===== config.mk =====
export PLATFORM = sky130hd
export DESIGN_NAME = his_readout_fsm
export DESIGN_NICKNAME = d
export VERILOG_FILES = /design/src/rtl/his_readout_fsm.sv
export SDC_FILE = /design/constraint.sdc
export NUM_CORES = 1
export LEC_CHECK = 0
export ABC_CLOCK_PERIOD_IN_PS = 4350
export CAP_MARGIN = 20
export CORE_MARGIN = 4
export CORE_UTILIZATION = 49
export CTS_BUF_LIST = sky130_fd_sc_hd__clkbuf_4 sky130_fd_sc_hd__clkbuf_8
export CTS_CLUSTER_DIAMETER = 80
export DETAILED_ROUTE_END_ITERATION = 10
export GPL_TIMING_DRIVEN = 0
export PLACE_DENSITY_LB_ADDON = 0.12
export SYNTH_ARGS = -nofsm -noshare
export SYNTH_HDL_FRONTEND = slang
export SYNTH_SLANG_ARGS = --single-unit
export TNS_END_PERCENT = 30

===== constraint.sdc =====
create_clock -name clk_i -period 4.35 [get_ports clk_i]
set_clock_uncertainty 0.05 [all_clocks]
set_input_delay 1.0875 -clock clk_i [delete_from_list [all_inputs] [get_ports clk_i]]
set_output_delay 1.0875 -clock clk_i [all_outputs]
set_load 0.01 [all_outputs]

===== src/rtl/his_readout_fsm.sv =====
// his_readout_fsm: drains a finished histogram RAM bank bin by bin onto a valid/ready stream.
// Optional feature macro READ_CLEAR_EN: zero each bin in RAM as it is handed downstream.
module his_readout_fsm #(
  parameter int BIN_NUM_PER_HIS   = 16,
  parameter int PIXEL_NUM_PER_RAM = 200,
  parameter int COUNT_W           = 16,
  parameter int ADDR_W            = 12
) (
  input  logic               clk_i,
  input  logic               res_i,
  input  logic               start_i,
  input  logic               bank_sel_i,
  output logic               ram_rd_en_o,
  output logic               ram_rd_bank_o,
  output logic [ADDR_W-1:0]  ram_rd_addr_o,
  input  logic [COUNT_W-1:0] ram_rd_data_i,
  output logic               ram_clr_en_o,
  output logic               bin_valid_o,
  input  logic               bin_ready_i,
  output logic [COUNT_W-1:0] bin_count_o,
  output logic [7:0]         bin_idx_o,
  output logic [7:0]         pixel_idx_o,
  output logic               bin_last_o,
  output logic               frame_last_o,
  output logic               busy_o,
  output logic               done_o,
  output logic               overrun_o
);

  localparam logic [7:0]        BIN_LAST   = 8'(BIN_NUM_PER_HIS - 1);
  localparam logic [7:0]        PIX_LAST   = 8'(PIXEL_NUM_PER_RAM - 1);
  localparam logic [ADDR_W-1:0] BIN_STRIDE = ADDR_W'(BIN_NUM_PER_HIS);
  // Degenerate one-bin / one-pixel geometries make the very first bin already "last".
  localparam logic FIRST_BIN_LAST   = (BIN_NUM_PER_HIS == 1);
  localparam logic FIRST_FRAME_LAST = (BIN_NUM_PER_HIS == 1) && (PIXEL_NUM_PER_RAM == 1);

  typedef enum logic [2:0] {
    S_IDLE,
    S_RD,
    S_WT,
    S_OUT,
    S_DONE
  } state_t;

  state_t             state_q;
  logic               rd_en_q;
  logic               bank_q;
  logic [ADDR_W-1:0]  addr_q;
  logic [COUNT_W-1:0] count_q;
  logic               bin_valid_q;
  logic [7:0]         bin_q;
  logic [7:0]         pixel_q;
  logic               bin_last_q;
  logic               frame_last_q;
  logic               busy_q;
  logic               done_q;
  logic               overrun_q;

  logic               bin_wrap;
  logic [7:0]         bin_d;
  logic [7:0]         pixel_d;
  logic [ADDR_W-1:0]  addr_d;
  logic               bin_last_d;
  logic               frame_last_d;
  logic               handshake;

  assign handshake = bin_valid_q & bin_ready_i;

  // Position of the bin following the one currently offered downstream.
  always_comb begin
    bin_wrap     = (bin_q == BIN_LAST);
    bin_d        = bin_wrap ? 8'd0 : bin_q + 8'd1;
    pixel_d      = bin_wrap ? pixel_q + 8'd1 : pixel_q;
    addr_d       = ADDR_W'(pixel_d) * BIN_STRIDE + ADDR_W'(bin_d);
    bin_last_d   = (bin_d == BIN_LAST);
    frame_last_d = bin_last_d && (pixel_d == PIX_LAST);
  end

  always_ff @(posedge clk_i or posedge res_i) begin
    if (res_i) begin
      state_q      <= S_IDLE;
      rd_en_q      <= 1'b0;
      bank_q       <= 1'b0;
      addr_q       <= '0;
      count_q      <= '0;
      bin_valid_q  <= 1'b0;
      bin_q        <= 8'd0;
      pixel_q      <= 8'd0;
      bin_last_q   <= 1'b0;
      frame_last_q <= 1'b0;
      busy_q       <= 1'b0;
      done_q       <= 1'b0;
      overrun_q    <= 1'b0;
    end else begin
      rd_en_q   <= 1'b0;
      done_q    <= 1'b0;
      overrun_q <= start_i && (state_q != S_IDLE);
      case (state_q)
        S_IDLE: begin
          if (start_i) begin
            bank_q       <= bank_sel_i;
            bin_q        <= 8'd0;
            pixel_q      <= 8'd0;
            addr_q       <= '0;
            bin_last_q   <= FIRST_BIN_LAST;
            frame_last_q <= FIRST_FRAME_LAST;
            busy_q       <= 1'b1;
            rd_en_q      <= 1'b1;
            state_q      <= S_RD;
          end
        end
        S_RD: begin
          state_q <= S_WT;
        end
        S_WT: begin
          count_q     <= ram_rd_data_i;
          bin_valid_q <= 1'b1;
          state_q     <= S_OUT;
        end
        S_OUT: begin
          if (handshake) begin
            bin_valid_q <= 1'b0;
            if (frame_last_q) begin
              done_q  <= 1'b1;
              state_q <= S_DONE;
            end else begin
              bin_q        <= bin_d;
              pixel_q      <= pixel_d;
              addr_q       <= addr_d;
              bin_last_q   <= bin_last_d;
              frame_last_q <= frame_last_d;
              rd_en_q      <= 1'b1;
              state_q      <= S_RD;
            end
          end
        end
        S_DONE: begin
          busy_q  <= 1'b0;
          state_q <= S_IDLE;
        end
        default: begin
          state_q <= S_IDLE;
        end
      endcase
    end
  end

`ifdef READ_CLEAR_EN
  // Clear lands on the handshake cycle itself, while the address still points at the bin.
  assign ram_clr_en_o = handshake;
`else
  assign ram_clr_en_o = 1'b0;
`endif

  assign ram_rd_en_o   = rd_en_q;
  assign ram_rd_bank_o = bank_q;
  assign ram_rd_addr_o = addr_q;
  assign bin_valid_o   = bin_valid_q;
  assign bin_count_o   = count_q;
  assign bin_idx_o     = bin_q;
  assign pixel_idx_o   = pixel_q;
  assign bin_last_o    = bin_last_q;
  assign frame_last_o  = frame_last_q;
  assign busy_o        = busy_q;
  assign done_o        = done_q;
  assign overrun_o     = overrun_q;

endmodule


Word level (Yosys, flattened, before mapping) --
Index checks and enable logic that the tools add are counted.
Word-level totals: memories kept 0, RAM bits 0, output and inout bits 53, bits of input ports 21, latch bits 0, register bits after elaboration 55, ROM bits 0, logic and storage cells 75
Cells by class: $mul 0, muxes and demuxes 35, eq/ne operators 10, reduce and logical (&&, ||, !) cells 13, shifts and indexed selects 0, magnitude comparators 0, bitwise gates (word level) 1, divide/modulo/power cells 0, add/subtract/negate cells 3
Operators with widths (count):
- 8-bit two-way mux | 7
- 12-bit two-way mux | 3
- 8-bit one-hot mux with 2 select lines | 2
- 12-bit one-hot mux with 2 select lines | 1
- 8-bit by 1-bit adder with 8-bit output (second input constant) | 2
- 8-bit by 4-bit == test with 1-bit output (second input constant) | 2
- 1-bit two-way mux | 13
- 12-bit by 8-bit adder with 12-bit output | 1
- 3-bit one-hot mux with 4 select lines | 1
- 1-bit one-hot mux with 2 select lines | 5
- 3-bit two-way mux | 3
- 8-bit == test (second input constant) | 1
- 2-bit AND reduction | 4
- 3-bit by 2-bit == test with 1-bit output (second input constant) | 2
- 2-bit != test (second input constant) | 3
- 2-bit nonzero test | 3
- 4-bit AND reduction | 1
- 3-bit by 1-bit == test with 1-bit output (second input constant) | 1
- 3-bit == test (second input constant) | 1
- 3-bit logical NOT | 1
- 3-bit AND reduction | 1
- 3-bit nonzero test | 1
- 1-bit logical AND | 2
- 1-bit bitwise AND | 1

Depth between registers and ports, before layout --
Gate-level depths: netlist of run 1.
word-level depth 7, depth in mapped cells 12, depth with buffers taken out 11

Worst setup path before layout of run 1 --
OpenSTA, ideal clock, no wires.
path type reg2reg, start reg bin_q[4] (netlist: bin_idx_o[4]), end reg addr_q[10] (netlist: ram_rd_addr_o[10]), data required time 4217 ps, setup slack 1288 ps, arrival 2929 ps, period minus slack after synthesis 3062 ps, path buffers 1, setup time 83 ps, cell stages (with the launch flop) 12, cell sequence dfrtp_1 -> or4_4 -> or2_2 -> clkbuf_1 -> xnor2_1 -> ha_1 -> fa_1 -> a21o_1 -> a21oi_1 -> nor3_1 -> xor2_1 -> o21ai_0
On the way: longest elaborated chain between the ends 6, elaborated cells on any way between the ends 8, those cells by class 2 x add/sub; 1 x eq/ne; 5 x mux
RTL lines:
- start: declaration | RTL line 51 | logic [7:0] bin_q;
- start signal: assignment | RTL line 127 | bin_q <= bin_d;
- 8-bit by 1-bit adder with 8-bit output / 8-bit by 4-bit == test with 1-bit output (equally long branches) | RTL line 72, 71
- 8-bit two-way mux (on tied branches) | RTL line 72, 73
- 12-bit by 8-bit adder with 12-bit output (*) | RTL line 74 | addr_d = ADDR_W'(pixel_d) * BIN_STRIDE + ADDR_W'(bin_d);
- 12-bit two-way mux (*) | RTL line 123 | if (frame_last_q) begin
- 12-bit two-way mux (*) | RTL line 121 | if (handshake) begin
- 12-bit one-hot mux with 2 select lines (*) | RTL line 98 | case (state_q)
- end signal: assignment | RTL line 129 | addr_q <= addr_d;
- end: declaration | RTL line 48 | logic [ADDR_W-1:0] addr_q;
Every way passes the cells marked *; elsewhere a longest branch is shown, timed or not. The select of a mux whose other input is x is not followed. A chain may end at the register's enable or synchronous reset.

==> flow_summary_export.csv, run 1 <==
group,metric,value,unit
die,die_h,79.68,µm
cts,cts_tree,"yes",
power,p_per_area,417.8,nW/µm²
logic_synthesis,syn_inst,236,
global_routing,antenna_found_initial,0,
global_routing,grt_max_degree,29,
logic_synthesis,async_flop_share,100.0,%
logic_synthesis,netlist_top_cells_count,"dfrtp_1 (51), nand2_1 (29), o21ai_0 (23), mux2_2 (18), nor2_1 (13)",
sta,report.final.slew_viol_count,0,
logic_synthesis,synth_seq_cells,51,
worst_hold_path,hp-start,"ram_rd_addr_o[10]$_DFFE_PP0P_",
cts,clockRootBuffer,"clkbuf_8",
cts,cts_buffer_depth,2,
flow_run,maxCapViolCount,0,
sta,worst_slack,0.9101,ns
route,via_count,2004,
cts,cts_max_level,2,
route,wl,5487,µm
sta,fin_crit_sh,79.08,%
die,coreArea,4848,µm²
global_routing,grt_pass1_wl,9273,µm
setup_path,r2r-start,"ram_rd_addr_o[1]$_DFFE_PP0P_",
logic_synthesis,synth_edf_count,0,
sta,period_minus_slack,3.440,ns
die,start_util,51.92,%
logic_synthesis,syn_nets,265,
cts,clk_latency,0.31,ns
route,drt_pass1_iterations,4,
die,dieArea,6348,µm²
global_routing,track_usage,18.78,%
route,via_per_inst,5.219,
logic_synthesis,syn_area,2517,µm²
die,die_w,79.68,µm
route,wl_per_cell,14.29,µm
setup_path,endpoint_kind,"flip-flop",
route,drt-initial-drc-count,132,
sta,slew_headroom,53.07,%
placed_design,dp_slack,0.9748,ns
setup_path,cp.arrival,3.62,ns
logic_synthesis,synthTopCellsByArea,"dfrtp_1 (51%), mux2_2 (8.1%), o21ai_0 (4.6%)",
logic_synthesis,synth_cell_type_count,41,
cts,post_cts_buffers,0,
finish,diodes,0,
global_routing,overflow,0,
die,pin_count,74,
finish,layout.nets,345,
sta,worst-slew-pin-transition,0.7008,ns
logic_synthesis,synth_area_per_cell,10.67,µm²
sta,rsz0062_at_grt,"false",
sta,finalSetupTns,0,ns
setup_path,rrSetupSlack,0.91,ns
placed_design,dpl.hpwl,4237,µm
die,rows,25,
outcome,outcome,"finished, final reports clean",
sta,max_freq,0.2907,GHz
power,peakVddDrop,0.3567,mV
sta,hold_viol_final,0,
cts,post_cts_resized,0,
global_routing,grt_pass1_vias,2018,
finish,drive_gt1_share,12.62,%
placed_design,portBuffers,72,
placed_design,place.gp.congestion,0.8214,
setup_path,cp_max_fo,7,
power,p_leak,1.468,nW
route,final_antenna_net_count,0,
setup_path,startpoint_type,"flip-flop",
cts,cts_made_buffers,5,
logic_synthesis,synth_largest_area_cell,"dfrtp_1",
sta,finalSetupViolCount,0,
cts,cts_sinks,51,
setup_path,cp_data_required_time,4.53,ns
cts,clkTransAtPathRegs,0.09,ns
logic_synthesis,yosysSeqAreaShare,50.70,%
finish,area.growth.synth_to_final,36.48,%
worst_hold_path,hold_class,"reg -> reg",
setup_path,crit_type,"reg -> reg",
setup_path,cp-startpoint,"ram_rd_addr_o[1]$_DFFE_PP0P_",
logic_synthesis,ys_warn_count,0,
route,drc,0,
power,power,1.436,mW
cts,cts_hold_buffers,0,
logic_synthesis,synth.most_common_cell,"dfrtp_1",
logic_synthesis,yosysTopAreaCellShare,50.70,%
logic_synthesis,synthFlopType,"dfrtp_1",
## through the flow
step                      area (µm²)  instances  hold slack [ns]  util, %
after floorplan                 2517        236           0.4170        -
after global placement          3322        375           0.4163    68.52
after detailed placement        3342        376           0.4236    68.93
after CTS                       3436        384           0.4447    70.86
after global routing            3436        384           0.4608    70.86
final                           3436        384           0.4440    70.86
## layout by cell type (no fill, tap or decap), types with 2 or more instances in the layout
cell type and n:
a32o_1 2, nor3_1 4, nor2_1 13, inv_1 6, clkbuf_8 5, or3_1 2
mux2_2 18, dfrtp_1 51, o31ai_1 3, xnor2_1 8, buf_4 5, clkinv_4 2
nand3b_1 2, clkdlybuf4s50_1 72, a21o_1 3, o21ai_0 23, nor2b_1 3, a21oi_1 6
xor2_1 9, clkbuf_1 7, ha_1 7, a22o_1 3, nand3_1 10, or2_2 2
nand2_1 29
## layer usage
layer | part of all wire (%) | global-route usage, %
met1 | 45 | 25.11
met2 | 48 | 30.72
met4 | 1.4 | 5.670
met3 | 5.0 | 3.837
met5 | 0 | 0
## power by group
| group | leakage (nW) | total [mW] | switching (mW) | internal (mW) |
|---|---|---|---|---|
| registers | 0.665 | 0.638 | 0.0653 | 0.573 |
| logic | 0.754 | 0.512 | 0.207 | 0.306 |
| clock network | 0.0488 | 0.285 | 0.163 | 0.122 |
## path summary, 6_finish.rpt
kind | end | cells past startpoint
worst max-delay path | ram_rd_addr_o[9]$_DFFE_PP0P_ | 11
worst min-delay path | ram_rd_addr_o[10]$_DFFE_PP0P_ | 2
worst max register to register | ram_rd_addr_o[9]$_DFFE_PP0P_ | 11
worst min register to register | ram_rd_addr_o[10]$_DFFE_PP0P_ | 2
max in group asynchronous | ram_rd_addr_o[8]$_DFFE_PP0P_ | 3
min in group asynchronous | bin_count_o[9]$_DFFE_PP0P_ | 2
## layout make-up
| cell class | instances | area, µm² |
|---|---|---|
| multi-input combinational | 165 | 1147 |
| tap | 67 | 83.83 |
| clock buffer | 6 | 76.32 |
| sequential | 51 | 1276 |
| clock inverter | 2 | 17.52 |
| fill | 376 | 1413 |
| timing repair buffer | 73 | 740.7 |
| inverter | 7 | 26.28 |
| buffer | 13 | 67.56 |
## state kept, by name (all words and copies together), names as in the netlist, 3 cells and up
signal,count
pixel_idx_o,8
state_q,3
bin_idx_o,4
ram_rd_addr_o,12
bin_count_o,16
## cell families after synthesis
logic type | after synthesis | share of synthesized area [%]
buf+inv | 20 | 3.728
xor+xnor | 17 | 5.915
flops | 51 | 50.70
other cells | 1 | 0.1490
simple gates | 74 | 14.81
compound gates | 47 | 12.38
mux | 18 | 8.052
fa+ha+maj | 8 | 4.274
## worst max-delay path: stages, from the launching register on
cell and delay, ns:
dfrtp_1 0.47, ha_1 0.29, nand3_1 0.31, nor2_1 0.37, mux2_2 0.41, ha_1 0.28, a21oi_1 0.17, nor2b_1 0.08
o21ai_0 0.44, a21oi_1 0.17, xor2_1 0.17, o21ai_0 0.16
No activity file was read; power rests on OpenSTA's default activity.
==> run 2, diff against run 1 <==
- ABC_CLOCK_PERIOD_IN_PS: 4350 -> 3100
- CORE_UTILIZATION: 49 -> 44
- clock period: 4.35 -> 3.1 ns (I/O delays scaled with it)
==> run 2 against run 1 <==
Clock power rose by 58%. Fmax up 17%. Routed wire length up 2.8%. Critical endpoint is now ram_rd_addr_o[11]$_DFFE_PP0P_. Non-clock buffer count increased by 4. Highest routed layer unchanged.
==> flow_summary_export.csv, run 2 (synthesis results as in run 1) <==
group,metric,value,unit
outcome,outcome,"finished, final reports clean",
setup_path,cp.arrival,3.08,ns
sta,max_freq,0.3388,GHz
die,dieArea,6996,µm²
cts,clkTransAtPathRegs,0.09,ns
die,die_w,83.64,µm
sta,worst_slack,0.1485,ns
power,p_int,1.473,mW
power,power_frac_clock,21.7,%
placed_design,dp_slack,-0.2761,ns
setup_path,crit_type,"reg -> reg",
setup_path,endpoint_kind,"flip-flop",
cts,cts_tree,"yes",
finish,utilization,63.66,%
setup_path,cp-startpoint,"bin_idx_o[5]$_DFFE_PP0P_",
route,wl,5639,µm
power,power_frac_comb,34.8,%
setup_path,worstRegToRegCells,10,
power,peakVddDrop,0.3323,mV
die,pin_count,74,
finish,largest_reg_flops,16,
sta,hold_viol_final,0,
power,p_per_area,586.1,nW/µm²
global_routing,track_usage,16.39,%
power,seq_power_share,43.5,%
route,drc,0,
flow_run,maxCapViolCount,0,
cts,cts_max_level,2,
setup_path,startpoint_type,"flip-flop",
sta,report.final.slew_viol_count,0,
cts,clockRootBuffer,"clkbuf_8",
die,coreArea,5540,µm²
power,power,2.067,mW
global_routing,grt_pass1_wl,9418,µm
sta,finalSetupViolCount,0,
die,start_util,45.44,%
finish,drive_gt1_share,17.19,%
placed_design,dpl.hpwl,4221,µm
power,switchingPower,594.5,µW
global_routing,antenna_found_initial,0,
cts,cts_sinks,51,
sta,period_minus_slack,2.952,ns
route,drt_pass1_iterations,4,
route,via_per_inst,5.064,
route,wl_per_cell,14.39,µm
setup_path,cp_max_fo,6,
cts,clk_latency,0.30,ns
sta,worst-slew-pin-transition,0.6791,ns
route,final_antenna_net_count,0,
sta,fin_crit_sh,95.21,%
die,die_h,83.64,µm
finish,diodes,0,
sta,slew_headroom,54.52,%
die,rows,27,
finish,final_common_cell,"clkdlybuf4s50_1",
placed_design,portBuffers,72,
route,via_count,1985,
setup_path,endpoint,"ram_rd_addr_o[11]$_DFFE_PP0P_",
power,sw_frac_of_total,28.76,%
cts,cts_made_buffers,5,
setup_path,timing.rr.end,"ram_rd_addr_o[11]$_DFFE_PP0P_",
global_routing,grt_max_degree,31,
finish,multi_input_area,1181,µm²
global_routing,overflow,0,
power,p_leak,1.489,nW
finish,fillCellCount,474,
finish,area.growth.synth_to_final,40.11,%
setup_path,r2r-start,"bin_idx_o[5]$_DFFE_PP0P_",
worst_hold_path,hold_class,"reg -> reg",
setup_path,rrSetupSlack,0.15,ns
finish,layout.nets,349,
placed_design,place.gp.congestion,0.8642,
finish,final-seq-area,1281,µm²
cts,cts_buffer_depth,2,
setup_path,cp_data_required_time,3.23,ns
sta,finalSetupTns,0,ns
route,drt-initial-drc-count,138,
global_routing,grt_pass1_vias,1959,
finish,final_cell_mix,"clkdlybuf4s50_1 (72), dfrtp_1 (47), nand2_1 (29)",
[run 2: changes by cell type in the layout (fill, tap and decap cells not counted), sizes merged]
cell | previous run | this run
clkinvlp | 0 | 1
clkbuf | 13 | 11
bufinv | 0 | 1
buf | 7 | 12
clkinv | 2 | 0
[run 2: how the worst min path moves through the flow]
stage / from / to / slack, ns / cells past startpoint
6_report: ram_rd_addr_o[6]$_DFFE_PP0P_ / ram_rd_addr_o[6]$_DFFE_PP0P_ / 0.44 / 2
5_1_grt: ram_rd_addr_o[9]$_DFFE_PP0P_ / ram_rd_addr_o[9]$_DFFE_PP0P_ / 0.47 / 2
4_1_cts: ram_rd_addr_o[6]$_DFFE_PP0P_ / ram_rd_addr_o[6]$_DFFE_PP0P_ / 0.44 / 2
3_5_place_dp: ram_rd_addr_o[6]$_DFFE_PP0P_ / ram_rd_addr_o[6]$_DFFE_PP0P_ / 0.43 / 2
3_3_place_gp: ram_rd_addr_o[6]$_DFFE_PP0P_ / ram_rd_addr_o[6]$_DFFE_PP0P_ / 0.42 / 2
2_1_floorplan: state_q[2]$_DFFE_PP0P_ / state_q[0]$_DFFE_PP0P_ / 0.42 / 1
[run 2: cell type report]
cell class	instances	share of cell area, %
flip-flops and latches	51	36.33
inverters	7	0.7449
multi-input cells	165	33.49
repair buffers	78	22.06
plain buffers	12	1.809
well taps	72	2.554
clock buffers	5	1.951
clock inverters	2	1.064
[run 2: repair_timing]
item / 4_1_cts / 5_1_grt
setup buffers: 0 / 5
gates resized for setup: 9 / 7
hold buffers: 0 / 0
setup endpoints to repair: 5 / 3
pin swaps: 0 / 3
[run 2: critical path: stages, from the launching register on]
cell and delay [ns]:
dfrtp_2 0.46, or4_4 0.59, nor2_4 0.19, mux2_4 0.34
ha_1 0.28, a21oi_1 0.06, nor2b_1 0.17, o21ai_2 0.11
a2111oi_4 0.32, xor2_1 0.18, o21ai_1 0.07
[run 2: power groups by stage]
stage               Clock [mW]  Combinational, mW  Sequential (mW)
floorplan                    0              0.268            0.968
global placement             0              0.720            0.903
detailed placement           0              0.731            0.910
CTS                      0.460              0.734            0.898
global route             0.490              0.778            0.921
finish                   0.449              0.719            0.899
[run 2: routing by layer]
layer  track usage (%)  vias up  wire [µm]  share of wire, %
li1                  -      979          -                 -
met1             22.00      959       2567                46
met2             27.40       45       2775                49
met3             3.356        2        277               4.9
met4             3.509        0         19              0.34
met5                 0        -          0                 0
[run 2: through the flow]
| stage | hold WS, ns | std cells | area, µm² |
|---|---|---|---|
| CTS | 0.4447 | 387 | 3476 |
| finish | 0.4384 | 392 | 3527 |
| detailed placement | 0.4251 | 381 | 3348 |
| floorplan | 0.4170 | 236 | 2517 |
| global placement | 0.4184 | 380 | 3328 |
| global route | 0.4707 | 392 | 3527 |
